<file path="src/rtl/spin_pkg.sv">
// Shared types and tables for the spin-speed selector: wash-mode codes, per-mode
// default/ceiling levels, level-to-rpm mapping and the ramp FSM state encoding.
package spin_pkg;

   typedef enum logic [2:0] {
      ModeCotton     = 3'd0,
      ModeSynth      = 3'd1,
      ModeDrum       = 3'd2,
      ModeQuick      = 3'd3,
      ModeDaily      = 3'd4,
      ModeDelicates  = 3'd5,
      ModeWool       = 3'd6,
      ModeColours    = 3'd7
   } wash_mode_e;

   typedef enum logic [1:0] {
      StIdle,
      StRampUp,
      StRampDown,
      StHold
   } ramp_state_e;

   localparam int unsigned NUM_MODES = 8;

   // Indexed by wash_mode; callers clamp to their own NUM_LEVELS-1.
   localparam int unsigned DEF_LVL [NUM_MODES] = '{3, 3, 2, 1, 3, 0, 1, 3};
   localparam int unsigned MAX_LVL [NUM_MODES] = '{3, 3, 3, 3, 3, 1, 1, 3};

   function automatic int unsigned lvl_to_rpm(input int unsigned lvl,
                                              input int unsigned spd_min,
                                              input int unsigned spd_step,
                                              input int unsigned spd_max);
      int unsigned rpm;
      rpm = spd_min + lvl * spd_step;
      return (rpm > spd_max) ? spd_max : rpm;
   endfunction

endpackage

</file>
<file path="src/rtl/spin_ramp_gen.sv">
// Motor ramp generator: slews motor_speed toward target in RAMP_STEP increments,
// one step every RAMP_DIV clocks, and flags at_speed once the target is held.
module spin_ramp_gen
   import spin_pkg::*;
#(
   parameter int unsigned SPEED_W   = 11,
   parameter int unsigned RAMP_STEP = 50,
   parameter int unsigned RAMP_DIV  = 16
) (
   input  logic               clk,
   input  logic               reset_n,
   input  logic [SPEED_W-1:0] target,
   input  logic               spin_en,
   output logic [SPEED_W-1:0] motor_speed,
   output logic               at_speed
);

   localparam int unsigned CNT_W = (RAMP_DIV > 1) ? $clog2(RAMP_DIV) : 1;
   localparam int unsigned EXT_W = SPEED_W + 1;
   localparam logic [EXT_W-1:0] STEP_X = EXT_W'(RAMP_STEP);
   localparam logic [CNT_W-1:0] CNT_LAST = CNT_W'(RAMP_DIV - 1);

   ramp_state_e        state_q, state_d;
   logic [CNT_W-1:0]   cnt_q, cnt_d;
   logic [SPEED_W-1:0] speed_q, speed_d;
   logic               at_speed_q;

   logic [EXT_W-1:0]   speed_x, target_x, step_x, next_x;
   logic               tick;

   // One extra bit keeps speed +/- step from wrapping near 2^SPEED_W.
   assign speed_x  = {1'b0, speed_q};
   assign target_x = {1'b0, target};
   assign tick     = (cnt_q == CNT_LAST);

   always_comb begin
      step_x = speed_x;
      if (speed_x < target_x) begin
         step_x = ((target_x - speed_x) > STEP_X) ? (speed_x + STEP_X) : target_x;
      end else if (speed_x > target_x) begin
         step_x = ((speed_x - target_x) > STEP_X) ? (speed_x - STEP_X) : target_x;
      end
   end

   always_comb begin
      state_d = state_q;
      cnt_d   = cnt_q;
      speed_d = speed_q;
      next_x  = speed_x;
      unique case (state_q)
         StIdle: begin
            cnt_d = '0;
            if (spin_en) state_d = StRampUp;
         end
         StHold: begin
            cnt_d = '0;
            if (speed_x < target_x) begin
               state_d = StRampUp;
            end else if (speed_x > target_x) begin
               state_d = StRampDown;
            end else if (target_x == '0 && !spin_en) begin
               state_d = StIdle;
            end
         end
         StRampUp, StRampDown: begin
            // The divider keeps running across redirects so a target change never stalls.
            if (tick) begin
               next_x  = step_x;
               speed_d = step_x[SPEED_W-1:0];
               cnt_d   = '0;
            end else begin
               cnt_d = cnt_q + CNT_W'(1);
            end
            if (next_x == target_x) begin
               cnt_d   = '0;
               state_d = (target_x == '0 && !spin_en) ? StIdle : StHold;
            end else begin
               state_d = (next_x < target_x) ? StRampUp : StRampDown;
            end
         end
         default: state_d = StIdle;
      endcase
   end

   always_ff @(posedge clk or negedge reset_n) begin
      if (!reset_n) begin
         state_q    <= StIdle;
         cnt_q      <= '0;
         speed_q    <= '0;
         at_speed_q <= 1'b0;
      end else begin
         state_q    <= state_d;
         cnt_q      <= cnt_d;
         speed_q    <= speed_d;
         at_speed_q <= spin_en && (speed_q == target);
      end
   end

   assign motor_speed = speed_q;
   assign at_speed    = at_speed_q;

endmodule

</file>
<file path="src/rtl/spin_speed_ramp_selector.sv">
// Front-panel spin-speed selector: level register driven by inc/dec edges and mode
// loads, mapped to rpm and fed to the motor ramp generator.
module spin_speed_ramp_selector
   import spin_pkg::*;
#(
   parameter int unsigned NUM_LEVELS = 4,
   parameter int unsigned SPEED_W    = 11,
   parameter int unsigned SPEED_MIN  = 400,
   parameter int unsigned SPEED_STEP = 400,
   parameter int unsigned SPEED_MAX  = 1400,
   parameter bit          WRAP       = 1'b1,
   parameter int unsigned RAMP_STEP  = 50,
   parameter int unsigned RAMP_DIV   = 16,
   localparam int unsigned IDX_W     = (NUM_LEVELS > 1) ? $clog2(NUM_LEVELS) : 1
) (
   input  logic               clk,
   input  logic               reset_n,
   input  logic [2:0]         wash_mode,
   input  logic               load,
   input  logic               inc,
   input  logic               dec,
   input  logic               lock,
   input  logic               spin_en,
   output logic [IDX_W-1:0]   sel_index,
   output logic [SPEED_W-1:0] sel_speed,
   output logic [SPEED_W-1:0] motor_speed,
   output logic               at_speed,
   output logic               limit_hit
);

   localparam int unsigned LAST = NUM_LEVELS - 1;

   logic             inc_q, dec_q, inc_e, dec_e;
   wash_mode_e       mode_q;
   logic             mode_valid_q;
   logic [IDX_W-1:0] sel_q, sel_d;
   logic [IDX_W-1:0] max_lvl, load_max, load_def;
   logic             limit_q, limit_d;
   logic [SPEED_W-1:0] target;

   function automatic logic [IDX_W-1:0] clamp_idx(input int unsigned lvl);
      return IDX_W'((lvl > LAST) ? LAST : lvl);
   endfunction

   assign inc_e = inc & ~inc_q;
   assign dec_e = dec & ~dec_q;

   // Until the first load the ceiling is the top level, not mode 0's table entry.
   assign max_lvl  = mode_valid_q ? clamp_idx(MAX_LVL[mode_q]) : clamp_idx(LAST);
   assign load_max = clamp_idx(MAX_LVL[wash_mode]);
   assign load_def = clamp_idx(DEF_LVL[wash_mode]);

   always_comb begin
      sel_d   = sel_q;
      limit_d = 1'b0;
      if (load) begin
         sel_d = (load_def < load_max) ? load_def : load_max;
      end else if (!lock && (inc_e ^ dec_e)) begin
         if (inc_e) begin
            if (sel_q >= max_lvl) begin
               if (WRAP) sel_d = '0;
               else      limit_d = 1'b1;
            end else begin
               sel_d = sel_q + IDX_W'(1);
            end
         end else begin
            if (sel_q == '0) begin
               if (WRAP) sel_d = max_lvl;
               else      limit_d = 1'b1;
            end else begin
               sel_d = sel_q - IDX_W'(1);
            end
         end
      end
   end

   always_ff @(posedge clk or negedge reset_n) begin
      if (!reset_n) begin
         inc_q        <= 1'b0;
         dec_q        <= 1'b0;
         mode_q       <= ModeCotton;
         mode_valid_q <= 1'b0;
         sel_q        <= '0;
         limit_q      <= 1'b0;
      end else begin
         inc_q   <= inc;
         dec_q   <= dec;
         sel_q   <= sel_d;
         limit_q <= limit_d;
         if (load) begin
            mode_q       <= wash_mode_e'(wash_mode);
            mode_valid_q <= 1'b1;
         end
      end
   end

   always_comb begin
      sel_speed = '0;
      for (int unsigned i = 0; i < NUM_LEVELS; i++) begin
         if (sel_q == IDX_W'(i)) begin
            sel_speed = SPEED_W'(lvl_to_rpm(i, SPEED_MIN, SPEED_STEP, SPEED_MAX));
         end
      end
   end

   assign target = spin_en ? sel_speed : '0;

   spin_ramp_gen #(
      .SPEED_W   (SPEED_W),
      .RAMP_STEP (RAMP_STEP),
      .RAMP_DIV  (RAMP_DIV)
   ) u_ramp (
      .clk         (clk),
      .reset_n     (reset_n),
      .target      (target),
      .spin_en     (spin_en),
      .motor_speed (motor_speed),
      .at_speed    (at_speed)
   );

   assign sel_index = sel_q;
   assign limit_hit = limit_q;

endmodule
</file>
<file path="config.mk">
export PLATFORM = sky130hd
export DESIGN_NAME = spin_speed_ramp_selector
export DESIGN_NICKNAME = d
export VERILOG_FILES = /design/src/rtl/spin_pkg.sv /design/src/rtl/spin_ramp_gen.sv /design/src/rtl/spin_speed_ramp_selector.sv
export SDC_FILE = /design/constraint.sdc
export NUM_CORES = 1
export LEC_CHECK = 0
export BUFFER_PORTS_ARGS = -buffer_cell sky130_fd_sc_hd__buf_2
export CORE_UTILIZATION = 30
export DETAILED_ROUTE_END_ITERATION = 8
export PLACE_DENSITY = 0.47
export SETUP_SLACK_MARGIN = 0.4
export SKIP_CTS_REPAIR_TIMING = 1
export SYNTH_ARGS = -nofsm -noshare
export SYNTH_HDL_FRONTEND = slang
export SYNTH_SLANG_ARGS = --single-unit
</file>
<file path="constraint.sdc">
create_clock -name clk -period 9.2 [get_ports clk]
set_input_delay 0.92 -clock clk [delete_from_list [all_inputs] [get_ports clk]]
set_output_delay 0.92 -clock clk [all_outputs]
set_load 0.02 [all_outputs]
</file>
; ---- Word level (Yosys, flattened, before mapping)
; Memory sizes are Yosys's and may differ from the RTL's.
; Index checks and enable logic that the tools add are counted.
[op_classes]
addsub = 7
n_mul = 0
n_div = 0
n_lt_le_gt_ge = 12
n_eq_ne = 11
shift = 0
n_mux = 38
bitwise_logic = 7
reduce_logical = 13
[ops]
columns = cell, count
row1 = 32-bit two-way mux, 6
row2 = 32-bit by 2-bit > comparator with 1-bit output (second input constant), 3
row3 = 12-bit two-way mux, 6
row4 = 11-bit two-way mux, 4
row5 = 2-bit two-way mux, 17
row6 = 12-bit by 6-bit > comparator with 1-bit output (second input constant), 2
row7 = 11-bit by 11-bit subtractor with 12-bit output, 2
row8 = 11-bit by 6-bit adder with 12-bit output (second input constant), 1
row9 = 12-bit by 11-bit equality test with 1-bit output, 1
row10 = 12-bit logical NOT, 1
row11 = 12-bit by 11-bit less-than comparator with 1-bit output, 1
row12 = 11-bit by 6-bit subtractor with 12-bit output (second input constant), 1
row13 = 11-bit equality test, 1
row14 = 11-bit > comparator, 1
row15 = 11-bit less-than comparator, 1
row16 = 9-bit two-way mux, 1
row17 = 2-bit equality test (second input constant), 4
row18 = 4-bit greater-or-equal comparator (second input constant), 2
row19 = 4-bit two-way mux, 2
row20 = 3-bit inverter with 4-bit output, 2
row21 = 4-bit case mux with 2 select lines, 1
row22 = 2-bit case mux with 3 select lines, 1
row23 = 4-bit by 1-bit adder with 4-bit output (second input constant), 1
row24 = 2-bit by 1-bit equality test with 1-bit output (second input constant), 2
row25 = 16 further kinds, 24
[word_totals]
regBits = 26
latch_bits = 0
mem_bits_rw = 0
rom_bits = 768
output_inout_bits = 26
n_memories = 3
[mem_list]
columns = name, depth, word_bits, rd, rd_clocked_by_memory_dff, wr, line_no
row1 = (name not given), 8, 32, 1, 0, 0, spin_speed_ramp_selector.sv:51  ; assign load_def = clamp_idx(DEF_LVL[wash_mode]);
row2 = (name not given), 8, 32, 1, 0, 0, spin_speed_ramp_selector.sv:50  ; assign load_max = clamp_idx(MAX_LVL[wash_mode]);
row3 = (name not given), 8, 32, 1, 0, 0, spin_speed_ramp_selector.sv:49  ; assign max_lvl = mode_valid_q ? clamp_idx(MAX_LVL[mode_q]) : clamp_idx(LAST);

; ---- Longest topological paths before layout
; Gate-level depths: netlist of run 1.
[logic_depth]
depth_word = 17
ltp_mapped = 26
ltp_nobuf = 24

; ---- By module
; A second synthesis of run 1 with hierarchy kept.
[unflattened]
hier_cells = 464
hier_area_um2 = 3651.0
[modules_own_cells]
columns = mod, instances, cells_each, area_per_inst_um2, seq_area_each_um2
row1 = spin_ramp_gen, 1, 400, 3016.6, 450.4
row2 = spin_speed_ramp_selector, 1, 64, 634.4, 200.2

; ---- Least setup slack after synthesis of run 1
; No wires, ideal clock.
[synth_timing]
path_type = input to register
startpoint = input port spin_en
endpoint = register u_ramp.state_q[0]
setup_time_ps = 65
arrival_ps = 5645
t_required_ps = 9135
slack_ps = 3490
cell_stages = 21
cell_sequence = buf_2 nand2_1 inv_1 ha_1 and4b_1 a311o_1 mux2_4 a221o_1 or3_1 and2_1 clkbuf_1 a221oi_1 o221ai_1 o21ai_0 ha_1 and4_1 o211ai_2 or4_4 or3_4 o211ai_2 o21a_1
[synth_via]
elab_chain_len = 12
word_cells_on_any_way = 27
classes_between = add/sub: 2 / order compare: 5 / eq/ne: 3 / mux: 13 / reduce/logical: 4
[synth_rtl]
columns = item, line_no
row1 = start: declaration, spin_speed_ramp_selector.sv:23  ; input logic spin_en,
row2 = 11-bit two-way mux, spin_speed_ramp_selector.sv:106  ; assign target = spin_en ? sel_speed : '0;
row3 = 11-bit by 11-bit subtractor with 12-bit output, spin_ramp_gen.sv:41  ; step_x = ((speed_x - target_x) > STEP_X) ? (speed_x - STEP_X) : target_x;
row4 = 12-bit by 6-bit > comparator with 1-bit output, spin_ramp_gen.sv:41
row5 = 12-bit two-way mux, spin_ramp_gen.sv:41
row6 = 12-bit two-way mux, spin_ramp_gen.sv:40  ; end else if (speed_x > target_x) begin
row7 = 12-bit two-way mux, spin_ramp_gen.sv:38  ; if (speed_x < target_x) begin
row8 = 12-bit two-way mux, spin_ramp_gen.sv:67  ; if (tick) begin
row9 = 12-bit two-way mux, spin_ramp_gen.sv:50  ; unique case (state_q)
row10 = 12-bit by 11-bit less-than comparator with 1-bit output, spin_ramp_gen.sv:78  ; state_d = (next_x < target_x) ? StRampUp : StRampDown;
row11 = 2-bit two-way mux, spin_ramp_gen.sv:78
row12 = 2-bit two-way mux, spin_ramp_gen.sv:74  ; if (next_x == target_x) begin
row13 = 2-bit case mux with 3 select lines, spin_ramp_gen.sv:50
row14 = end signal: assignment, spin_ramp_gen.sv:87  ; state_q <= StIdle;
row15 = end signal: assignment, spin_ramp_gen.sv:92  ; state_q <= state_d;
row16 = end: declaration, spin_ramp_gen.sv:23  ; ramp_state_e state_q, state_d;
; Parallel ways exist; a longest one is shown, timed or not. The select of a mux whose other input is x is not followed.
; A chain may end at the register's enable or synchronous reset.

; ---- Worst setup path after layout of run 1
; Ends and elaborated chain as after synthesis.

==> run_results.csv, run 1 <==
group,metric,value,unit
grt,grt_overflow,0,
route,drcViolationCount,0,
critical_path,reg2reg_to,"u_ramp.state_q[0]",
pwr,power_switching,0.2034,mW
synthesis,ys_seq_elements,26,
pwr,pwr-share-clk,25.7,%
synthesis,yosysUniqueCellTypes,71,
cts,clkSlewWorstSetupHoldPaths,0.07,ns
synthesis,synth_edf_count,0,
placed_design,dp_hpwl,8.254,mm
grt,grt_pass1_vias,3307,
pwr,combPwrFrac,46.5,%
cts,numCtsBuffers,3,
critical_path,worst-path-max-fanout,14,
critical_path,ff2ff_path_depth,21,
synthesis,yosysSeqAreaShare,19.11,%
route,drt_iter0_drc,327,
sta,hold_viol_final,0,
synthesis,syn_area,3405,um^2
critical_path,rrSetupSlack,2.63,ns
die,coreArea,10940,um^2
cts,cts_tree,"done",
sta,tns,0,ns
critical_path,crit_required,9.40,ns
sta,slew_viol_final,0,
pwr,peakVddDrop,0.0001232,V
sta,rsz0062_at_grt,"false",
critical_path,crit_arrival,6.79,ns
sta,min_period,6.584,ns
pwr,swShare,40.25,%
synthesis,async_flop_share,100.0,%
sta,fin_skew,0.002443,ns
route,drtPass1Iterations,6,
sta,fmax,151.9,MHz
route,wl_per_cell,17.89,um
grt,grtUsageTotal,18.57,%
cts,clock_sinks,26,
cells_and_area,drive_gt1_share,12.09,%
route,vias_per_cell,5.738,
run,drv_cap,0,
die,initial_core_util,31.13,%
cells_and_area,area_growth,9.923,%
synthesis,ys.warnings.count,0,
pwr,power.internal,0.3020,mW
placed_design,io_buffer_count,31,
outcome,status,"completed",
critical_path,start_kind,"primary input",
critical_path,regToRegStartpoint,"sel_index[0]",
sta,timing.final.crit_share,71.57,%
synthesis,syn_avg_cell_area,7.738,um^2
grt,antenna_found_initial,0,
grt,grt_max_degree,27,
die,num_io_pins,36,
synthesis,synth_flop_cell,"dfrtp_1",
cts,htree_levels,1,
route,vias,3414,
critical_path,crit_type,"primary input to flip-flop",
cells_and_area,antennaDiodeCount,0,
pwr,p_leak,1.752,nW
pwr,powerDensity,135.0,nW/um^2
grt,grt_pass1_wl,17.08,mm
placed_design,gp_congestion,0.9111,
sta,final-setup-viol-count,0,
cts,clockBufferDepth,2,
die,placementRows,38,
worst_hold_path,hold_class,"flip-flop to flip-flop",
cells_and_area,fillers,1181,
sta,maxSlewHeadroom,26.20,%
worst_hold_path,min_to,"mode_valid_q",
die,die_w,108.5,um
cells_and_area,layout.nets,511,
cts,cts_root_buf,"clkbuf_16",
critical_path,end_kind,"flip-flop",
die,dieHeight,108.5,um
pwr,pwr-share-seq,27.8,%
worst_hold_path,min_path_cells,1,
placed_design,post-place-ws,2.587,ns
die,die-area,11780,um^2
sta,tightest_slew,1.105,ns
route,ant_nets,0,
synthesis,syn_inst,440,
route,routed_wl,10.64,mm
sta,setup_slack,2.616,ns
worst_hold_path,hp-start,"mode_valid_q",
cts,worst_skew_pair.late_latency,0.26,ns
[sequential cells by signal (all words and copies together), names as in the netlist]
register            count
sel_index               2
inc_q                   1
u_ramp.state_q          2
u_ramp.at_speed         1
dec_q                   1
mode_q                  3
u_ramp.motor_speed     11
u_ramp.cnt_q            4
mode_valid_q            1
[cells in the final DEF (no fill, tap or decap), drive strengths merged, types with 6 or more instances in the layout]
master	instances
inv	38
nor2b	6
ha	44
nand2b	6
nand2	41
nor2	33
a21oi	21
nor3	10
nand3	12
and3	9
dfrtp	26
or3	6
o21ai	35
buf	32
o22ai	7
xnor2	7
a31oi	8
a211oi	9
a221oi	8
[critical path, cell delays in order]
cell and delay [ns]:
buf_2 0.31, nand2_1 0.16, inv_1 0.12, ha_1 0.41, a21oi_1 0.27, a21oi_1 0.14
or4_1 0.50, a2111oi_2 1.01, nor2_1 0.41, a2111oi_0 0.51, o22ai_1 0.16, o21ai_0 0.18
ha_1 0.19, and4_1 0.24, o211ai_2 0.10, or4_4 0.50, or3_4 0.37, o211ai_2 0.15
o21a_1 0.13
[per-stage QoR]
step	utilization [%]	power [mW]	area [um^2]	hold WS [ns]	std cells
floorplan	-	0.3129	3416	0.4308	443
global placement	33.26	0.3734	3637	0.4507	591
detailed placement	33.26	0.3764	3637	0.4472	591
CTS	34.22	0.5095	3742	0.4737	595
global route	34.22	0.5437	3742	0.5167	595
finish	34.22	0.5053	3742	0.4741	595
[kinds of logic after synthesis]
logic type / count (synthesis) / synth area share [%]
XOR/XNOR: 11 / 2.830
buffers and inverters: 62 / 7.681
multiplexers: 7 / 2.315
flip-flops: 26 / 19.11
AND/OR/NAND/NOR: 150 / 22.79
AO/OA/AOI/OAI: 138 / 28.41
adder cells (fa/ha/maj): 45 / 16.76
other: 1 / 0.1101
[how the worst max path moves through the flow]
stage	startpoint	end	slack (ns)
after floorplan	spin_en	u_ramp.state_q[0]	3.49
after global placement	spin_en	u_ramp.cnt_q[3]	2.69
after detailed placement	spin_en	u_ramp.state_q[0]	2.59
after CTS	sel_index[0]	u_ramp.state_q[0]	2.81
after global routing	sel_index[0]	u_ramp.state_q[0]	2.28
final	spin_en	u_ramp.state_q[0]	2.62
[cells in the mapped netlist, types with 4 or more instances]
| library cell | number | area [um^2] |
|---|---|---|
| nand2b_1 | 6 | 37.54 |
| nand3b_1 | 5 | 37.54 |
| buf_4 | 5 | 37.54 |
| xnor2_1 | 7 | 61.31 |
| a21o_1 | 4 | 30.03 |
| a21oi_1 | 21 | 105.1 |
| nand3_1 | 12 | 60.06 |
| nor2b_1 | 6 | 37.54 |
| nor3_1 | 10 | 50.05 |
| or3_1 | 5 | 31.28 |
| o22ai_1 | 7 | 43.79 |
| inv_1 | 36 | 135.1 |
| a211oi_1 | 8 | 60.06 |
| dfrtp_1 | 26 | 650.6 |
| and3_1 | 9 | 56.30 |
| and2_1 | 4 | 25.02 |
| nand2_1 | 40 | 150.1 |
| ha_1 | 44 | 550.5 |
| o221ai_1 | 5 | 43.79 |
| a31oi_1 | 8 | 50.05 |
| xor2_1 | 4 | 35.03 |
| o21ai_0 | 35 | 175.2 |
| clkbuf_1 | 13 | 48.80 |
| a221oi_1 | 8 | 70.07 |
| nor2_1 | 33 | 123.9 |
| o31ai_1 | 4 | 30.03 |
| buf_2 | 6 | 30.03 |
[layout make-up]
type                    instances  area [um^2]  share of cell area, %
clock buffers                   3        75.07                  2.006
clock inverters                 1        30.03                 0.8024
inverters                      38        145.1                  3.878
multi-input cells             355         2504                  66.90
flip-flops and latches         26        650.6                  17.39
well taps                     140        175.2                  4.681
repair buffers                 32        162.7                  4.346
[per-layer routing]
metal	part of all wire, %	global-route usage (%)
met5	0	0
met4	1.4	5.019
met3	5.2	1.507
met2	46	30.92
met1	47	25.60
[power groups by stage]
stage / Combinational [mW] / Clock [mW] / Sequential [mW]
floorplan: 0.171 / 0 / 0.142
global placement: 0.231 / 0 / 0.142
detailed placement: 0.234 / 0 / 0.143
CTS: 0.235 / 0.134 / 0.140
global route: 0.263 / 0.139 / 0.142
finish: 0.235 / 0.130 / 0.140
Power figures use the tool's default switching activity.
==> run 2, diff against run 1 <==
- clock period: 9.2 -> 6.3 ns (I/O delays scaled with it)
==> run 2 against run 1 <==
Compared with the run above: total power increased by 44%; non-clock buffer count increased by 10; critical path depth is 3 higher; flip-flop and latch count is the same; sequential share of layout area is 0.53 points lower; global-route usage barely moved; combinational power is 55% higher; cell count up 1.7%; clock-buffer cell count up 1; worst setup slack got worse by 2.0 ns; first-iteration DRC count increased by 13%; critical path type is now flip-flop to flip-flop; largest cell class unchanged; largest power group unchanged.
==> run_results.csv, run 2 (synthesized netlist as in run 1, its figures left out) <==
group,metric,value,unit
route,routed_wl,10.69,mm
sta,hold_viol_final,0,
critical_path,worstSetupStartpoint,"sel_index[0]",
critical_path,regToRegStartpoint,"sel_index[0]",
cells_and_area,drive_gt1_share,18.06,%
critical_path,rrSetupSlack,0.62,ns
grt,grt_pass1_wl,17.19,mm
route,drt_iter0_drc,371,
critical_path,start_kind,"flip-flop",
cells_and_area,final_common_cell,"ha_1",
pwr,power_switching,0.3034,mW
sta,rsz0062_at_grt,"false",
grt,antenna_found_initial,0,
cts,clkSlewWorstSetupHoldPaths,0.07,ns
critical_path,ff2ff_path_depth,22,
sta,timing.final.crit_share,90.19,%
grt,grt_max_degree,27,
grt,grtUsageTotal,18.53,%
critical_path,crit_required,6.43,ns
cells_and_area,area_growth,13.78,%
die,initial_core_util,31.13,%
outcome,status,"completed",
die,num_io_pins,36,
grt,grt_overflow,0,
cells_and_area,stdcell_count,605,
sta,final-setup-viol-count,0,
placed_design,dp_hpwl,8.259,mm
route,ant_nets,0,
worst_hold_path,hold_class,"primary input to asynchronous set/reset pin",
cells_and_area,final_core_util,35.42,%
route,vias,3462,
grt,grt_pass1_vias,3358,
placed_design,post-place-cells,598,
cells_and_area,layout_common_cells,"ha_1 (41), nand2_1 (39), inv_1 (34)",
critical_path,timing.critical_path.to,"u_ramp.cnt_q[3]",
cts,clockBufferDepth,2,
die,dieHeight,108.5,um
pwr,total_power,0.7277,mW
route,drtPass1Iterations,5,
placed_design,place_area,3690,um^2
pwr,combPwrFrac,50.0,%
placed_design,io_buffer_count,31,
cells_and_area,layout.nets,521,
critical_path,reg2reg_to,"u_ramp.cnt_q[3]",
die,coreArea,10940,um^2
cts,htree_levels,1,
cts,worst_skew_pair.late_latency,0.26,ns
placed_design,gp_congestion,0.9081,
cells_and_area,antennaDiodeCount,0,
sta,hold_ws,0.3791,ns
cells_and_area,final_area,3874,um^2
critical_path,crit_type,"flip-flop to flip-flop",
pwr,swShare,41.69,%
route,vias_per_cell,5.722,
sta,tightest_slew,0.8675,ns
cts,clock_sinks,26,
sta,min_period,5.682,ns
die,die_w,108.5,um
pwr,p_leak,1.791,nW
sta,slew_viol_final,0,
pwr,powerDensity,187.9,nW/um^2
route,drcViolationCount,0,
die,die-area,11780,um^2
critical_path,crit_arrival,5.81,ns
die,placementRows,38,
cts,cts_tree,"done",
run,drv_cap,0,
placed_design,post-place-ws,0.1632,ns
sta,fin_skew,0.004352,ns
pwr,pwr-share-clk,21.7,%
pwr,peakVddDrop,0.0001538,V
sta,fmax,176.0,MHz
sta,setup_slack,0.6181,ns
cells_and_area,largest_reg_flops,11,
critical_path,worst-path-max-fanout,9,
route,wl_per_cell,17.67,um
sta,tns,0,ns
cts,cts_root_buf,"clkbuf_16",
critical_path,end_kind,"flip-flop",
pwr,power.internal,0.4243,mW
cts,numCtsBuffers,3,
sta,maxSlewHeadroom,41.43,%
pwr,pwr-share-seq,28.3,%
-- run 2: worst min-delay path by stage --
stage | from | end | slack (ns) | cells past startpoint
after detailed placement | mode_valid_q | mode_valid_q | 0.45 | 1
after floorplan | reset_n | dec_q | 0.33 | 0
final | reset_n | u_ramp.cnt_q[1] | 0.38 | 1
after global routing | reset_n | sel_index[1] | 0.44 | 1
after CTS | reset_n | u_ramp.cnt_q[1] | 0.41 | 1
after global placement | mode_valid_q | mode_valid_q | 0.45 | 1
-- run 2: power groups by stage --
| stage | Combinational (mW) | Clock [mW] | Sequential, mW |
|---|---|---|---|
| 2_1_floorplan | 0.250 | 0 | 0.207 |
| 3_3_place_gp | 0.344 | 0 | 0.208 |
| 3_5_place_dp | 0.346 | 0 | 0.208 |
| 4_1_cts | 0.347 | 0.165 | 0.205 |
| 5_1_grt | 0.401 | 0.169 | 0.209 |
| 6_report | 0.364 | 0.158 | 0.206 |
-- run 2: area by class of cell --
class                      count  area, um^2
fill                        1189        7062
inverter                      38       145.1
clock buffer                   4       88.84
tap                          140       175.2
sequential                    26       653.1
multi-input combinational    355        2574
timing repair buffer          42       237.7
-- run 2: per-layer routing --
metal,GRT usage (%),share of wire (%)
met5,0,0
met4,5.019,2.1
met3,1.507,5.3
met2,30.74,46
met1,25.64,47
-- run 2: worst max-delay path, cell delays in order (launching register included) --
cell      delay (ns)
dfrtp_2         0.44
inv_1           0.12
ha_1            0.24
inv_1           0.13
nand2_1         0.14
inv_2           0.12
ha_2            0.33
o21ai_0         0.16
a22oi_1         0.12
or4_1           0.51
a221o_1         0.36
or3_1           0.37
nor2_1          0.19
a21oi_2         0.13
o22ai_1         0.28
o21ai_0         0.13
ha_1            0.35
and4_1          0.24
o211ai_2        0.10
or4_4           0.50
or3_4           0.37
nand2_1         0.13
nor3_1          0.06
==> run 3, diff against run 2 <==
- CTS_CLUSTER_SIZE: not set -> 25
- clock period: 6.3 -> 7 ns (I/O delays scaled with it)
==> run 3 against run 2 <==
Compared with the run above: combinational power fell by 14%; highest routed layer unchanged; critical endpoint unchanged; clock-buffer cell count shrank 1; total power shrank 8.0%; via count down 1.1%; clock power up 9%; first-iteration DRC count fell by 25%; register-to-register slack better by 0.28 ns; final area is 2.6% lower; worst setup slack improved by 0.28 ns; die area unchanged.
==> run_results.csv, run 3 (synthesized netlist as in run 1, its figures left out) <==
group,metric,value,unit
grt,antenna_found_initial,0,
grt,grt_pass1_vias,3350,
grt,grt_pass1_wl,17.51,mm
critical_path,crit_type,"flip-flop to flip-flop",
placed_design,gp_congestion,0.9028,
sta,rsz0062_at_grt,"false",
sta,fmax,163.8,MHz
run,drv_cap,0,
cts,numCtsBuffers,3,
cts,clockBufferDepth,2,
cells_and_area,drive_gt1_share,12.85,%
cts,clkSlewWorstSetupHoldPaths,0.07,ns
outcome,status,"completed",
pwr,p_leak,1.772,nW
placed_design,dp_hpwl,8.289,mm
cells_and_area,layout.nets,515,
cells_and_area,area_growth,10.80,%
placed_design,place_area,3667,um^2
worst_hold_path,hold_class,"primary input to asynchronous set/reset pin",
sta,timing.final.crit_share,87.22,%
cts,clock_sinks,26,
route,ant_nets,0,
critical_path,worst-path-max-fanout,14,
pwr,peakVddDrop,0.0001411,V
cells_and_area,largest_reg_flops,11,
cts,cts_tree,"done",
sta,setup_slack,0.8943,ns
grt,grtUsageTotal,18.89,%
cts,cts_root_buf,"clkbuf_16",
cells_and_area,antennaDiodeCount,0,
sta,min_period,6.106,ns
cells_and_area,final_core_util,34.50,%
route,drcViolationCount,0,
cts,htree_levels,1,
die,num_io_pins,36,
sta,tns,0,ns
die,placementRows,38,
sta,final-setup-viol-count,0,
route,drtPass1Iterations,5,
die,initial_core_util,31.13,%
die,die-area,11780,um^2
cells_and_area,final_common_cell,"ha_1",
die,coreArea,10940,um^2
cells_and_area,final_area,3772,um^2
sta,hold_viol_final,0,
placed_design,post-place-cells,595,
placed_design,post-place-ws,0.8158,ns
cells_and_area,stdcell_count,599,
sta,maxSlewHeadroom,39.31,%
sta,tightest_slew,0.8990,ns
cts,worst_skew_pair.late_latency,0.27,ns
die,die_w,108.5,um
cells_and_area,layout_common_cells,"ha_1 (44), nand2_1 (40), inv_1 (36)",
route,drt_iter0_drc,280,
sta,fin_skew,0.004944,ns
grt,grt_overflow,0,
placed_design,io_buffer_count,31,
sta,slew_viol_final,0,
die,dieHeight,108.5,um
route,wl_per_cell,17.76,um
critical_path,end_kind,"flip-flop",
critical_path,crit_required,7.13,ns
route,routed_wl,10.64,mm
critical_path,start_kind,"flip-flop",
critical_path,crit_arrival,6.24,ns
route,vias_per_cell,5.715,
grt,grt_max_degree,27,
pwr,powerDensity,177.6,nW/um^2
route,vias,3423,
run 3: metal layers:
| metal | wire [um] | global-route usage, % |
|---|---|---|
| met1 | 5115 | 26.21 |
| met2 | 4906 | 30.38 |
| met3 | 444 | 2.351 |
| met4 | 171 | 5.598 |
| met5 | 0 | 0 |
run 3: final timing paths:
kind,start,end,slack [ns],cells after the start
max,sel_index[0],u_ramp.cnt_q[3],0.89,22
min reg2reg,u_ramp.cnt_q[0],u_ramp.cnt_q[0],0.47,1
min,reset_n,u_ramp.cnt_q[2],0.45,1
max reg2reg,sel_index[0],u_ramp.cnt_q[3],0.89,22
max in group asynchronous,reset_n,u_ramp.motor_speed[0],6.13,1
min in group clk,u_ramp.cnt_q[0],u_ramp.cnt_q[0],0.47,1
run 3: critical path, cell delays in order, from the launching register on:
cell,delay (ns)
dfrtp_1,0.47
inv_1,0.17
ha_1,0.23
inv_1,0.07
nand2_1,0.13
inv_1,0.10
ha_1,0.47
a21o_1,0.27
nor2b_1,0.16
or4_1,0.47
a221o_1,0.44
or3_1,0.39
and2_1,0.30
a221oi_1,0.31
o221ai_1,0.19
o21ai_0,0.26
ha_1,0.18
and4_1,0.22
o211ai_2,0.10
or4_4,0.49
or3_4,0.37
nand2_1,0.12
nor3_1,0.06
run 3: cell type report:
type / instances / area, um^2
Tap cell: 140 / 175.2
Clock inverter: 1 / 30.03
Inverter: 38 / 145.1
Fill cell: 1207 / 7163
Clock buffer: 3 / 75.07
Multi-Input combinational cell: 355 / 2504
Sequential cell: 26 / 650.6
Timing Repair Buffer: 36 / 192.7
run 3: through the flow:
stage | total power [mW] | hold slack [ns]
floorplan | 0.4113 | 0.4044
global placement | 0.4956 | 0.4484
detailed placement | 0.4994 | 0.4472
CTS | 0.6747 | 0.4742
global route | 0.7196 | 0.4903
finish | 0.6698 | 0.4533
run 3: report_power, final:
part | leakage, nW | internal (mW) | switching [mW]
clock | 0.0511 | 0.114 | 0.0583
combinational | 1.44 | 0.117 | 0.196
sequential | 0.284 | 0.168 | 0.0165
